[src/rtl/mash_pkg.sv]
// Shared types and constants for the multi-channel MASH modulator.
package mash_pkg;

  typedef enum logic [1:0] {
    ORDER_1 = 2'd1,
    ORDER_2 = 2'd2,
    ORDER_3 = 2'd3
  } order_t;

  typedef enum logic {
    ST_RUN   = 1'b0,
    ST_FLUSH = 1'b1
  } state_t;

  // x^16+x^14+x^13+x^11+1, right-shifting Fibonacci form; bit 0 is the dither bit
  localparam logic [15:0] LFSR_SEED = 16'hACE1;
  localparam logic [15:0] LFSR_TAPS = 16'h002D;

  // Output code offset that centres the signed MASH result
  function automatic int unsigned mash_offset(input int unsigned max_order);
    return (32'd1 << (max_order - 32'd1)) - 32'd1;
  endfunction

  // Out-of-range order requests fall back to the highest supported order
  function automatic logic [1:0] clamp_order(input logic [1:0] req, input int unsigned max_order);
    if (req == 2'd0 || 32'(req) > max_order) return 2'(max_order);
    return req;
  endfunction

endpackage

[src/rtl/mash_ch.sv]
// One MASH channel: cascaded accumulators, carry delay lines, dither LFSR
// and offset-binary code register.
module mash_ch
  import mash_pkg::*;
#(
  parameter int unsigned WIDTH     = 16,
  parameter int unsigned MAX_ORDER = 3,
  parameter int unsigned DAC_BW    = 5,
  parameter int unsigned LFSR_W    = 16,
  parameter logic [LFSR_W-1:0] SEED = LFSR_W'(LFSR_SEED)
) (
  input  logic              aclk,
  input  logic              arst_n,
  input  logic              advance,
  input  logic              flush,
  input  logic              dither_enable,
  input  logic [1:0]        order,
  input  logic [WIDTH-1:0]  x,
  output logic [DAC_BW-1:0] code
);

  localparam int unsigned YW       = DAC_BW + 2;
  localparam int unsigned OFFSET   = mash_offset(MAX_ORDER);
  localparam int unsigned CODE_MAX = (32'd1 << MAX_ORDER) - 32'd1;

  logic [WIDTH-1:0]  acc1, acc2, acc3;
  logic              c2_d1, c3_d1, c3_d2;
  logic [LFSR_W-1:0] lfsr;
  logic [LFSR_W-1:0] lfsr_next;
  logic [WIDTH-1:0]  stage_in;
  logic [WIDTH:0]    sum1, sum2, sum3;
  logic              en2, en3;
  logic [YW-1:0]     y;
  logic [DAC_BW-1:0] code_next;

  // Combinational accumulator chain and noise-shaping recombination
  always_comb begin
    en2       = (MAX_ORDER >= 32'd2) && (order >= ORDER_2);
    en3       = (MAX_ORDER >= 32'd3) && (order >= ORDER_3);
    lfsr_next = {^(lfsr & LFSR_W'(LFSR_TAPS)), lfsr[LFSR_W-1:1]};
    stage_in  = x + WIDTH'(dither_enable & lfsr[0]);
    sum1      = {1'b0, acc1} + {1'b0, stage_in};
    sum2      = '0;
    sum3      = '0;
    if (en2) sum2 = {1'b0, acc2} + {1'b0, sum1[WIDTH-1:0]};
    if (en3) sum3 = {1'b0, acc3} + {1'b0, sum2[WIDTH-1:0]};
    y = YW'(OFFSET) + YW'(sum1[WIDTH])
      + YW'(sum2[WIDTH]) - YW'(c2_d1)
      + YW'(sum3[WIDTH]) - (YW'(c3_d1) << 1) + YW'(c3_d2);
    if (y[YW-1]) begin
      code_next = '0;
    end else if (y > YW'(CODE_MAX)) begin
      code_next = DAC_BW'(CODE_MAX);
    end else begin
      code_next = DAC_BW'(y);
    end
  end

  // Disabled stages see zero sums, so their state settles to and holds zero
  always_ff @(posedge aclk) begin
    if (!arst_n) begin
      acc1  <= '0;
      acc2  <= '0;
      acc3  <= '0;
      c2_d1 <= 1'b0;
      c3_d1 <= 1'b0;
      c3_d2 <= 1'b0;
      lfsr  <= SEED;
      code  <= '0;
    end else if (flush) begin
      acc1  <= '0;
      acc2  <= '0;
      acc3  <= '0;
      c2_d1 <= 1'b0;
      c3_d1 <= 1'b0;
      c3_d2 <= 1'b0;
    end else if (advance) begin
      acc1  <= sum1[WIDTH-1:0];
      acc2  <= sum2[WIDTH-1:0];
      acc3  <= sum3[WIDTH-1:0];
      c2_d1 <= sum2[WIDTH];
      c3_d1 <= sum3[WIDTH];
      c3_d2 <= c3_d1;
      lfsr  <= lfsr_next;
      code  <= code_next;
    end
  end

endmodule

[src/rtl/mash_mc.sv]
// Multi-channel MASH modulator: stream handshake, order/flush FSM and
// per-channel datapath instances packed onto the output bus.
module mash_mc
  import mash_pkg::*;
#(
  parameter int unsigned NUM_CH    = 2,
  parameter int unsigned WIDTH     = 16,
  parameter int unsigned MAX_ORDER = 3,
  parameter int unsigned DAC_BW    = 5,
  parameter int unsigned LFSR_W    = 16
) (
  input  logic                     aclk,
  input  logic                     arst_n,
  input  logic [1:0]               cfg_order,
  input  logic                     cfg_load,
  input  logic                     dither_enable,
  input  logic [NUM_CH*WIDTH-1:0]  s_axis_data_tdata,
  input  logic                     s_axis_data_tvalid,
  output logic                     s_axis_data_tready,
  output logic [NUM_CH*DAC_BW-1:0] m_axis_data_tdata,
  output logic                     m_axis_data_tvalid,
  input  logic                     m_axis_data_tready,
  output logic [1:0]               order_active
);

  state_t state;
  logic   accept;
  logic   flush;

  assign s_axis_data_tready = (state == ST_RUN) && (!m_axis_data_tvalid || m_axis_data_tready);
  assign accept             = s_axis_data_tvalid && s_axis_data_tready;
  assign flush              = (state == ST_FLUSH);

  // A load that coincides with an accepted sample still uses the old order for it
  always_ff @(posedge aclk) begin
    if (!arst_n) begin
      state              <= ST_RUN;
      order_active       <= 2'(MAX_ORDER);
      m_axis_data_tvalid <= 1'b0;
    end else begin
      case (state)
        ST_RUN: begin
          if (cfg_load) begin
            state        <= ST_FLUSH;
            order_active <= clamp_order(cfg_order, MAX_ORDER);
          end
        end
        default: state <= ST_RUN;
      endcase
      if (accept) begin
        m_axis_data_tvalid <= 1'b1;
      end else if (m_axis_data_tready) begin
        m_axis_data_tvalid <= 1'b0;
      end
    end
  end

  for (genvar ch = 0; ch < NUM_CH; ch++) begin : g_ch
    mash_ch #(
      .WIDTH    (WIDTH),
      .MAX_ORDER(MAX_ORDER),
      .DAC_BW   (DAC_BW),
      .LFSR_W   (LFSR_W),
      .SEED     (LFSR_W'(LFSR_SEED) ^ LFSR_W'(ch))
    ) u_ch (
      .aclk         (aclk),
      .arst_n       (arst_n),
      .advance      (accept),
      .flush        (flush),
      .dither_enable(dither_enable),
      .order        (order_active),
      .x            (s_axis_data_tdata[ch*WIDTH +: WIDTH]),
      .code         (m_axis_data_tdata[ch*DAC_BW +: DAC_BW])
    );
  end

endmodule

[config.mk]
export PLATFORM = sky130hd
export DESIGN_NAME = mash_mc
export DESIGN_NICKNAME = d
export VERILOG_FILES = /design/src/rtl/mash_pkg.sv /design/src/rtl/mash_ch.sv /design/src/rtl/mash_mc.sv
export SDC_FILE = /design/constraint.sdc
export NUM_CORES = 1
export LEC_CHECK = 0
export BUFFER_PORTS_ARGS = -buffer_cell sky130_fd_sc_hd__buf_4
export CORE_ASPECT_RATIO = 0.75
export CORE_UTILIZATION = 35
export DETAILED_ROUTE_END_ITERATION = 8
export GPL_ROUTABILITY_DRIVEN = 0
export HOLD_SLACK_MARGIN = 0.1
export PLACE_DENSITY = 0.61
export SYNTH_ARGS = -nofsm -noshare
export SYNTH_HDL_FRONTEND = slang
export SYNTH_SLANG_ARGS = --single-unit
[constraint.sdc]
create_clock -name aclk -period 17.3 [get_ports aclk]
set_input_delay 1.73 -clock aclk [delete_from_list [all_inputs] [get_ports aclk]]
set_output_delay 1.73 -clock aclk [all_outputs]
set_load 0.05 [all_outputs]
==> results of run 1 <==
[layout by cell type (no fill, tap or decap), types with 12 or more instances in the layout]
cell type / n
a211oi_1: 19
nor2_1: 87
and3_1: 15
fa_1: 12
nor3_1: 12
inv_1: 41
and2_1: 20
xnor2_1: 60
xor2_1: 43
a21o_1: 27
a21oi_1: 115
buf_4: 58
clkbuf_16: 17
o21a_1: 16
nor2b_1: 16
o211ai_1: 13
ha_1: 119
nand2_1: 212
dfxtp_1: 148
a21boi_0: 21
a22o_1: 28
nand3_1: 49
o21ai_0: 56
[kinds of logic after synthesis]
group,Yosys count
simple gates,461
compound gates,378
flops,148
fa+ha+maj,131
xor+xnor,103
buf+inv,85
mux,2
[registers in the layout, summed over array words and instances, names as in the netlist]
signal and flops:
g_ch.u_ch.lfsr 32, order_active 2, g_ch.u_ch.c3_d1 2, m_axis_data_tvalid 1, g_ch.u_ch.c2_d1 2, g_ch.u_ch.c3_d2 2, g_ch.u_ch.acc3 32, g_ch.u_ch.acc2 32
g_ch.u_ch.acc1 32, g_ch.u_ch.code 10, flush 1
[layout make-up]
class / count / area (µm²)
repair buffers: 58 / 435
clock buffers: 17 / 425
flip-flops and latches: 148 / 2960
clock inverters: 15 / 165
inverters: 41 / 154
well taps: 392 / 490
fillers: 3024 / 17500
multi-input cells: 1075 / 7320
[cell usage after synthesis (all sizes together), types with 14 or more instances]
| library cell | number |
|---|---|
| a211oi | 19 |
| ha | 119 |
| a21boi | 21 |
| a21o | 28 |
| nor2 | 88 |
| dfxtp | 148 |
| xnor2 | 60 |
| nor2b | 16 |
| o21ai | 62 |
| inv | 41 |
| a21oi | 119 |
| o211ai | 14 |
| nand3 | 50 |
| nand2 | 214 |
| clkbuf | 36 |
| xor2 | 43 |
| and2 | 20 |
| o21a | 16 |
| and3 | 16 |
| a22o | 28 |
[worst register-to-register path, delay by kind of cell, from the launching register on]
family,cells,cell delay (ns)
AOI/OAI and AO/OA,12,2.79
adders and majority gates,8,2.43
and+or+nand+nor,10,1.61
xor gates and xnor gates,3,0.47
DFF,1,0.39
muxes,1,0.07
buffers and inverters,1,0.05
[power by group through the flow]
stage	logic [W]	registers [W]	clock network, W
3_3_place_gp	0.000618	0.000415	0
3_5_place_dp	0.000627	0.000415	0
2_1_floorplan	0.000494	0.000419	0
6_report	0.000634	0.000408	0.000377
4_1_cts	0.000631	0.000408	0.000385
5_1_grt	0.000714	0.000413	0.000400
[metal layers]
metal / track usage / routed length, µm / up-vias
li1: - / - / 4734
met1: 0.264 / 14200 / 4163
met2: 0.245 / 10300 / 177
met3: 0.0342 / 1340 / 13
met4: 0.0265 / 168 / 0
met5: 0 / 0 / -
[stage by stage]
stage / utilization / setup slack, ns / hold slack (ns) / cells
floorplan: - / 9.31 / 0.429 / 1308
global placement: 0.386 / 8.00 / 0.443 / 1714
detailed placement: 0.386 / 7.98 / 0.452 / 1714
CTS: 0.406 / 8.43 / 0.460 / 1746
global route: 0.406 / 7.91 / 0.473 / 1746
finish: 0.406 / 8.41 / 0.459 / 1746
[final timing paths]
path,end,slack [ns]
worst min-delay path,g_ch[1].u_ch.lfsr[12],0.46
worst max register to register,g_ch[1].u_ch.code[1],9.38
worst max-delay path,g_ch[1].u_ch.code[1],8.41
worst min register to register,g_ch[1].u_ch.lfsr[12],0.46
==> key figures, run 1 <==
Status
  – Outcome: finished, final reports clean

CTS
  – CTS Buffer Depth: 2
  – CTS H-tree depth: 4
  – Clk pin slew, worst setup/hold paths: 0.07 ns
  – CTS Buf Count: 17
  – Hold-fix buffers at CTS: 0
  – Post-CTS Setup Inserts: 0
  – Post-CTS Resized: 0
  – CTS tree: done
  – Number of clock sinks: 148
  – Clock root cell: clkbuf_16
  – Worst-Skew Late Latency: 0.44 ns

Drt
  – Wire per inst: 14.9 µm
  – 1st-iter DRT viols: 768
  – Final ANT Viol Nets: 0
  – DR pass1 iterations: 5
  – Vias/cell: 5.20
  – Post-route DRC: 0
  – DR vias: 9087
  – Drt total wl: 26.0 mm

Power and ir drop
  – Switching share of power: 0.396
  – Clk pwr share: 0.265
  – Flop pwr share: 0.288
  – P_sw: 0.000562 W
  – Internal power: 0.000857 W
  – Combinational Power Share: 0.447
  – Power Total: 0.00142 W
  – Power Dens Cells: 119 mW/mm²
  – Leak pwr: 5.16 nW
  – Worst VDD drop: 0.0689 mV

Timing
  – Final setup vio count: 0
  – Fin. Hold Viols: 0
  – Worst-Margin Slew: 1.12 ns
  – Pins Over Slew Limit: 0
  – Post-route clock skew: 0.00936 ns
  – Tmin final: roughly 8.9 ns
  – Post-route clock period utilization: 0.514
  – Final setup TNS: 0 ns
  – Fmax: ~0.11 GHz
  – RSZ-0062 raised after global routing: no
  – Max_slew headroom: 0.248

GRT
  – Vias in the first global route: approximately 8500
  – Total GRT Usage: 0.171
  – Congestion Overflow GR: 0
  – Largest net degree at the start of global routing: 85
  – Initial antenna violation count: 0
  – First-pass GRT wire length: 43.7 mm

Floorplanning
  – Initial Util: 0.360
  – Chip width: roughly 200 µm
  – Core area: 0.0295 mm²
  – # IOs: 54
  – Die height: roughly 150 µm
  – Row count: 54
  – Die Area: 0.0310 mm²

Synthesis
  – Unique masters post-synth: between 70 and 80
  – Mapped Cells: 1308
  – Synth top area cells: dfxtp_1 28%, ha_1 14%, nand2_1 7.5%
  – Post-synthesis async set-or-reset flop share: 0
  – Synth warn: 0
  – Syn_nets: 1479
  – Compound-Gate Fraction of Synth Area: 0.241
  – Synthesized cell area: about 0.011 mm²
  – Number of synthesized register bits: 148
  – Post-Synth Simple-Gate Area: 0.198
  – Sequential area share after synthesis: 0.279
  – Synth Area in Adders: 0.163
  – Main combinational cell family by area after synthesis: compound AO/OA/AOI/OAI gates
  – Top-area cell type share of the netlist area: 0.279
  – Main synth FF type: dfxtp_1
  – Syn_area_per_cell: 8.11 µm²
  – Mux cell area share after synthesis: 0.00189
  – Post-synth EDFFs: 0
  – Yosys top cell by area: dfxtp_1
  – Post-synthesis xor/xnor area fraction: 0.0851

Setup path
  – Critical path depth in cells: 35
  – Critical Path RT: 17.60 ns
  – Max FO, Critical Path: 5
  – Critical Path Max Stage Delay: 0.49 ns
  – FF-to-FF path depth: 35
  – CP delay by family, top: compound AO/OA/AOI/OAI gates
  – Crit path DAT: between 9 and 10 ns
  – Buf/Inv on CP: 2
  – Worst r2r src: g_ch[1].u_ch.lfsr[0]
  – Critical path startpoint: dither_enable
  – CP endpoint kind: flop
  – Most used cell, CP: ha_1
  – Slowest-stage cell, CP: fa_1
  – CP startpoint kind: input port
  – Critical path class: in2reg

Worst hold path
  – Worst hold start: g_ch[1].u_ch.lfsr[13]
  – Min-Delay Path Depth: 2
  – Hold Crit Class: reg2reg

Flow run
  – Maxcap violations: 0

Placement
  – IO buf count: 53
  – Post-DP HPWL: 18.8 mm
  – Placed inst area: 0.0114 mm²

Finish
  – N_diodes: 0
  – Final #Nets: 1512
  – Layout cell share with drive strength beyond 1: 0.0879
  – Area added between synthesis and finish: 12.8%
  – Design area: 0.0120 mm²
Power figures use the tool's default switching activity.
==> run 2, diff against run 1 <==
--- a/config.mk
+++ b/config.mk
@@ -5,13 +5,14 @@
 export SDC_FILE = /design/constraint.sdc
 export NUM_CORES = 1
 export LEC_CHECK = 0
+export ABC_AREA = 1
 export BUFFER_PORTS_ARGS = -buffer_cell sky130_fd_sc_hd__buf_4
 export CORE_ASPECT_RATIO = 0.75
 export CORE_UTILIZATION = 35
 export DETAILED_ROUTE_END_ITERATION = 8
 export GPL_ROUTABILITY_DRIVEN = 0
 export HOLD_SLACK_MARGIN = 0.1
-export PLACE_DENSITY = 0.61
+export PLACE_DENSITY = 0.63
 export SYNTH_ARGS = -nofsm -noshare
 export SYNTH_HDL_FRONTEND = slang
 export SYNTH_SLANG_ARGS = --single-unit
==> constraint.sdc (replaced) <==
create_clock -name aclk -period 7.63 [get_ports aclk]
set_input_delay 0.763 -clock aclk [delete_from_list [all_inputs] [get_ports aclk]]
set_output_delay 0.763 -clock aclk [all_outputs]
set_load 0.05 [all_outputs]
==> run 2 against run 1 <==
Against the previous run: critical path depth is 3 higher; sequential power is 120% higher; die area is 7.7% higher; largest cell class unchanged; sequential share of layout area is 1.6 points lower; critical endpoint is now g_ch[0].u_ch.code[2]; highest routed layer unchanged; non-clock buffer count is 1 higher.
==> key figures, run 2 <==
Status
  – Outcome: finished, final reports clean (unchanged)

Drt
  – Drt total wl: 30.4 mm (was 26.0 mm)
  – Vias/cell: 4.99 (was 5.20)
  – 1st-iter DRT viols: 789 (was 768)
  – Final ANT Viol Nets: 0 (unchanged)
  – Wire per inst: 13.8 µm (was 14.9 µm)
  – Post-route DRC: 0 (unchanged)
  – DR pass1 iterations: 5 (unchanged)
  – DR vias: 11000 (was 9087)

CTS
  – Hold-fix buffers at CTS: 0 (unchanged)
  – CTS Buf Count: 17 (unchanged)
  – Post-CTS Resized: 0 (unchanged)
  – CTS H-tree depth: 4 (unchanged)
  – Number of clock sinks: 148 (unchanged)
  – Clock root cell: clkbuf_16 (unchanged)
  – Post-CTS Setup Inserts: 0 (unchanged)
  – CTS tree: done (unchanged)
  – CTS Buffer Depth: 2 (unchanged)
  – Worst-Skew Late Latency: 0.44 ns (about the same)
  – Clk pin slew, worst setup/hold paths: 0.07 ns (about the same)

Setup path
  – CP endpoint kind: flop (unchanged)
  – Critical Path Max Stage Delay: 0.48 ns (was 0.49 ns)
  – Max FO, Critical Path: 5 (unchanged)
  – Critical Path RT: 7.93 ns (was 17.60 ns)
  – Slowest-stage cell, CP: fa_1 (unchanged)
  – Critical path class: reg2reg (was in2reg)
  – Crit path DAT: 7.42 ns (was 9.19 ns)
  – CP startpoint kind: flop (was input port)
  – Most used cell, CP: nand2_1 (was ha_1)

Power and ir drop
  – Leak pwr: 6.60 nW (was 5.16 nW)
  – Worst VDD drop: 0.101 mV (was 0.0689 mV)
  – Power Dens Cells: 238 mW/mm² (was 119 mW/mm²)
  – Power Total: 0.00304 W (was 0.00142 W)

GRT
  – Vias in the first global route: 10100 (was 8544)
  – Congestion Overflow GR: 0 (unchanged)
  – Largest net degree at the start of global routing: 103 (was 85)
  – Total GRT Usage: 0.185 (was 0.171)
  – Initial antenna violation count: 0 (unchanged)
  – First-pass GRT wire length: 50.0 mm (was 43.7 mm)

Floorplanning
  – # IOs: 54 (unchanged)
  – Chip width: 211 µm (was 203 µm)
  – Initial Util: 0.361 (was 0.360)
  – Die height: 158 µm (was 153 µm)
  – Core area: 0.0317 mm² (was 0.0295 mm²)
  – Die Area: 0.0334 mm² (was 0.0310 mm²)
  – Row count: 56 (was 54)

Timing
  – Final setup vio count: 0 (unchanged)
  – Final setup TNS: 0 ns (unchanged)
  – Fin. Hold Viols: 0 (unchanged)
  – Post-route worst setup slack: 0.518 ns (was 8.41 ns)
  – Tmin final: 7.11 ns
  – Fmax: roughly 0.14 GHz
  – RSZ-0062 raised after global routing: no (unchanged)
  – Post-route clock period utilization: 0.932
  – Pins Over Slew Limit: 0 (unchanged)
  – Post-route clock skew: 0.0111 ns (was 0.00936 ns)
  – Worst-Margin Slew: 0.986 ns (was 1.12 ns)
  – Max_slew headroom: 0.343 (was 0.248)

Synthesis
  – Post-synthesis async set-or-reset flop share: 0 (unchanged)
  – Syn_area_per_cell: 6.63 µm² (was 8.11 µm²)
  – Synth top area cells: dfxtp_1 26%, nand2_1 15%, ha_1 13% (was dfxtp_1 28%, ha_1 14%, nand2_1 7.5%)
  – Unique masters post-synth: 42 (was 76)
  – Main synth FF type: dfxtp_1 (unchanged)
  – Cell with the most instances after synthesis: nand2_1 (unchanged)
  – Number of synthesized register bits: 148 (unchanged)
  – Post-synth EDFFs: 0 (unchanged)
  – Yosys top cell by area: dfxtp_1 (unchanged)
  – Synth warn: 0 (unchanged)
  – Mapped Cells: 1724 (was 1308)
  – Synth top cells by count: 469 x nand2_1, 207 x inv_1, 203 x a21oi_1 (was 212 x nand2_1, 148 x dfxtp_1, 119 x ha_1)
  – Synthesized cell area: 0.0114 mm² (was 0.0106 mm²)
  – Syn_nets: 1895 (was 1479)
  – Top-area cell type share of the netlist area: 0.259 (was 0.279)
  – Sequential area share after synthesis: 0.259 (was 0.279)

Finish
  – Layout cell share with drive strength beyond 1: 0.0667 (was 0.0879)
  – Final Util: 0.404 (was 0.406)
  – Most frequent cells in the layout: 469 x nand2_1, 207 x inv_1, 203 x a21oi_1 (was 212 x nand2_1, 148 x dfxtp_1, 119 x ha_1)
  – N_diodes: 0 (unchanged)
  – Final #Nets: 1926 (was 1512)
  – Commonest non-fill, non-tap cell in the layout: nand2_1 (unchanged)
  – Final non-filler cell total: 2203 (was 1746)
  – Area added between synthesis and finish: 11.9% (was 12.8%)

Flow run
  – Maxcap violations: 0 (unchanged)

Placement
  – Post-DP HPWL: 22.4 mm (was 18.8 mm)
  – IO buf count: 53 (unchanged)
  – Inst Count DP: 2171 (was 1714)
  – Post-place setup slack: 0.195 ns (was 7.98 ns)

Worst hold path
  – Hold Crit Class: reg2reg (unchanged)
[run 2: cell count changes in the layout (fill, tap and decap cells not counted), sizes merged, moves of 15 or more]
cell    before  now
a211oi      19    2
a21o        28   11
xnor2       60   14
nand3       50  143
and2        20    4
nor2b       16    0
a21oi      119  203
o21ai       62  104
a22o        28    0
nand2      214  470
a21boi      21    6
inv         48  221
[run 2: per-layer routing]
layer,global-route usage,wire length (µm),vias up,part of all wire
met2,0.286,12600,236,0.41
met4,0.0380,244,0,0.0080
met1,0.270,16000,5009,0.53
li1,-,-,5728,-
met3,0.0304,1600,17,0.053
met5,0,0,-,0
[run 2: kinds of logic (layout without fill, tap and decap cells)]
logic type / count (synthesis) / after routing / share of synthesized area
simple gates: 774 / 774 / 0.290
compound gates: 360 / 360 / 0.169
buf+inv: 258 / 302 / 0.0898
flops: 148 / 148 / 0.259
fa+ha+maj: 131 / 131 / 0.151
xor+xnor: 53 / 53 / 0.0406
[run 2: final timing paths]
kind	endpoint	startpoint	slack, ns	cells past startpoint
setup / recovery	g_ch[0].u_ch.code[2]	g_ch[0].u_ch.lfsr[0]	0.52	38
hold / removal	g_ch[1].u_ch.code[3]	g_ch[1].u_ch.code[3]	0.46	2
setup reg to reg	g_ch[0].u_ch.code[2]	g_ch[0].u_ch.lfsr[0]	0.52	38
hold reg to reg	g_ch[1].u_ch.code[3]	g_ch[1].u_ch.code[3]	0.46	2
[run 2: critical path: cells and delay by family, from the launching register on]
kind            cells  cell delay [ns]
fa+ha+maj           9             2.82
flops               1             0.46
simple gates       14             1.49
buf+inv             6             0.48
xor+xnor            3             0.75
compound gates      6             0.98
[run 2: layout make-up]
type	count	area [µm²]
clock buffers	17	425
clock inverters	15	156
fillers	3359	18900
inverters	211	795
multi-input cells	1318	7460
flip-flops and latches	148	2960
well taps	435	544
repair buffers	59	443
[run 2: power breakdown]
group | switching [W] | total (W) | internal (W)
logic | 0.000847 | 0.00130 | 0.000451
registers | 0.0000452 | 0.000891 | 0.000846
clock network | 0.000416 | 0.000855 | 0.000439
total | 0.00131 | 0.00304 | 0.00174
[run 2: metrics by stage]
stage / area (µm²) / hold slack (ns)
detailed placement: 12200 / 0.444
finish: 12800 / 0.457
floorplan: 11400 / 0.429
global placement: 12200 / 0.437
global route: 12800 / 0.479
CTS: 12800 / 0.460
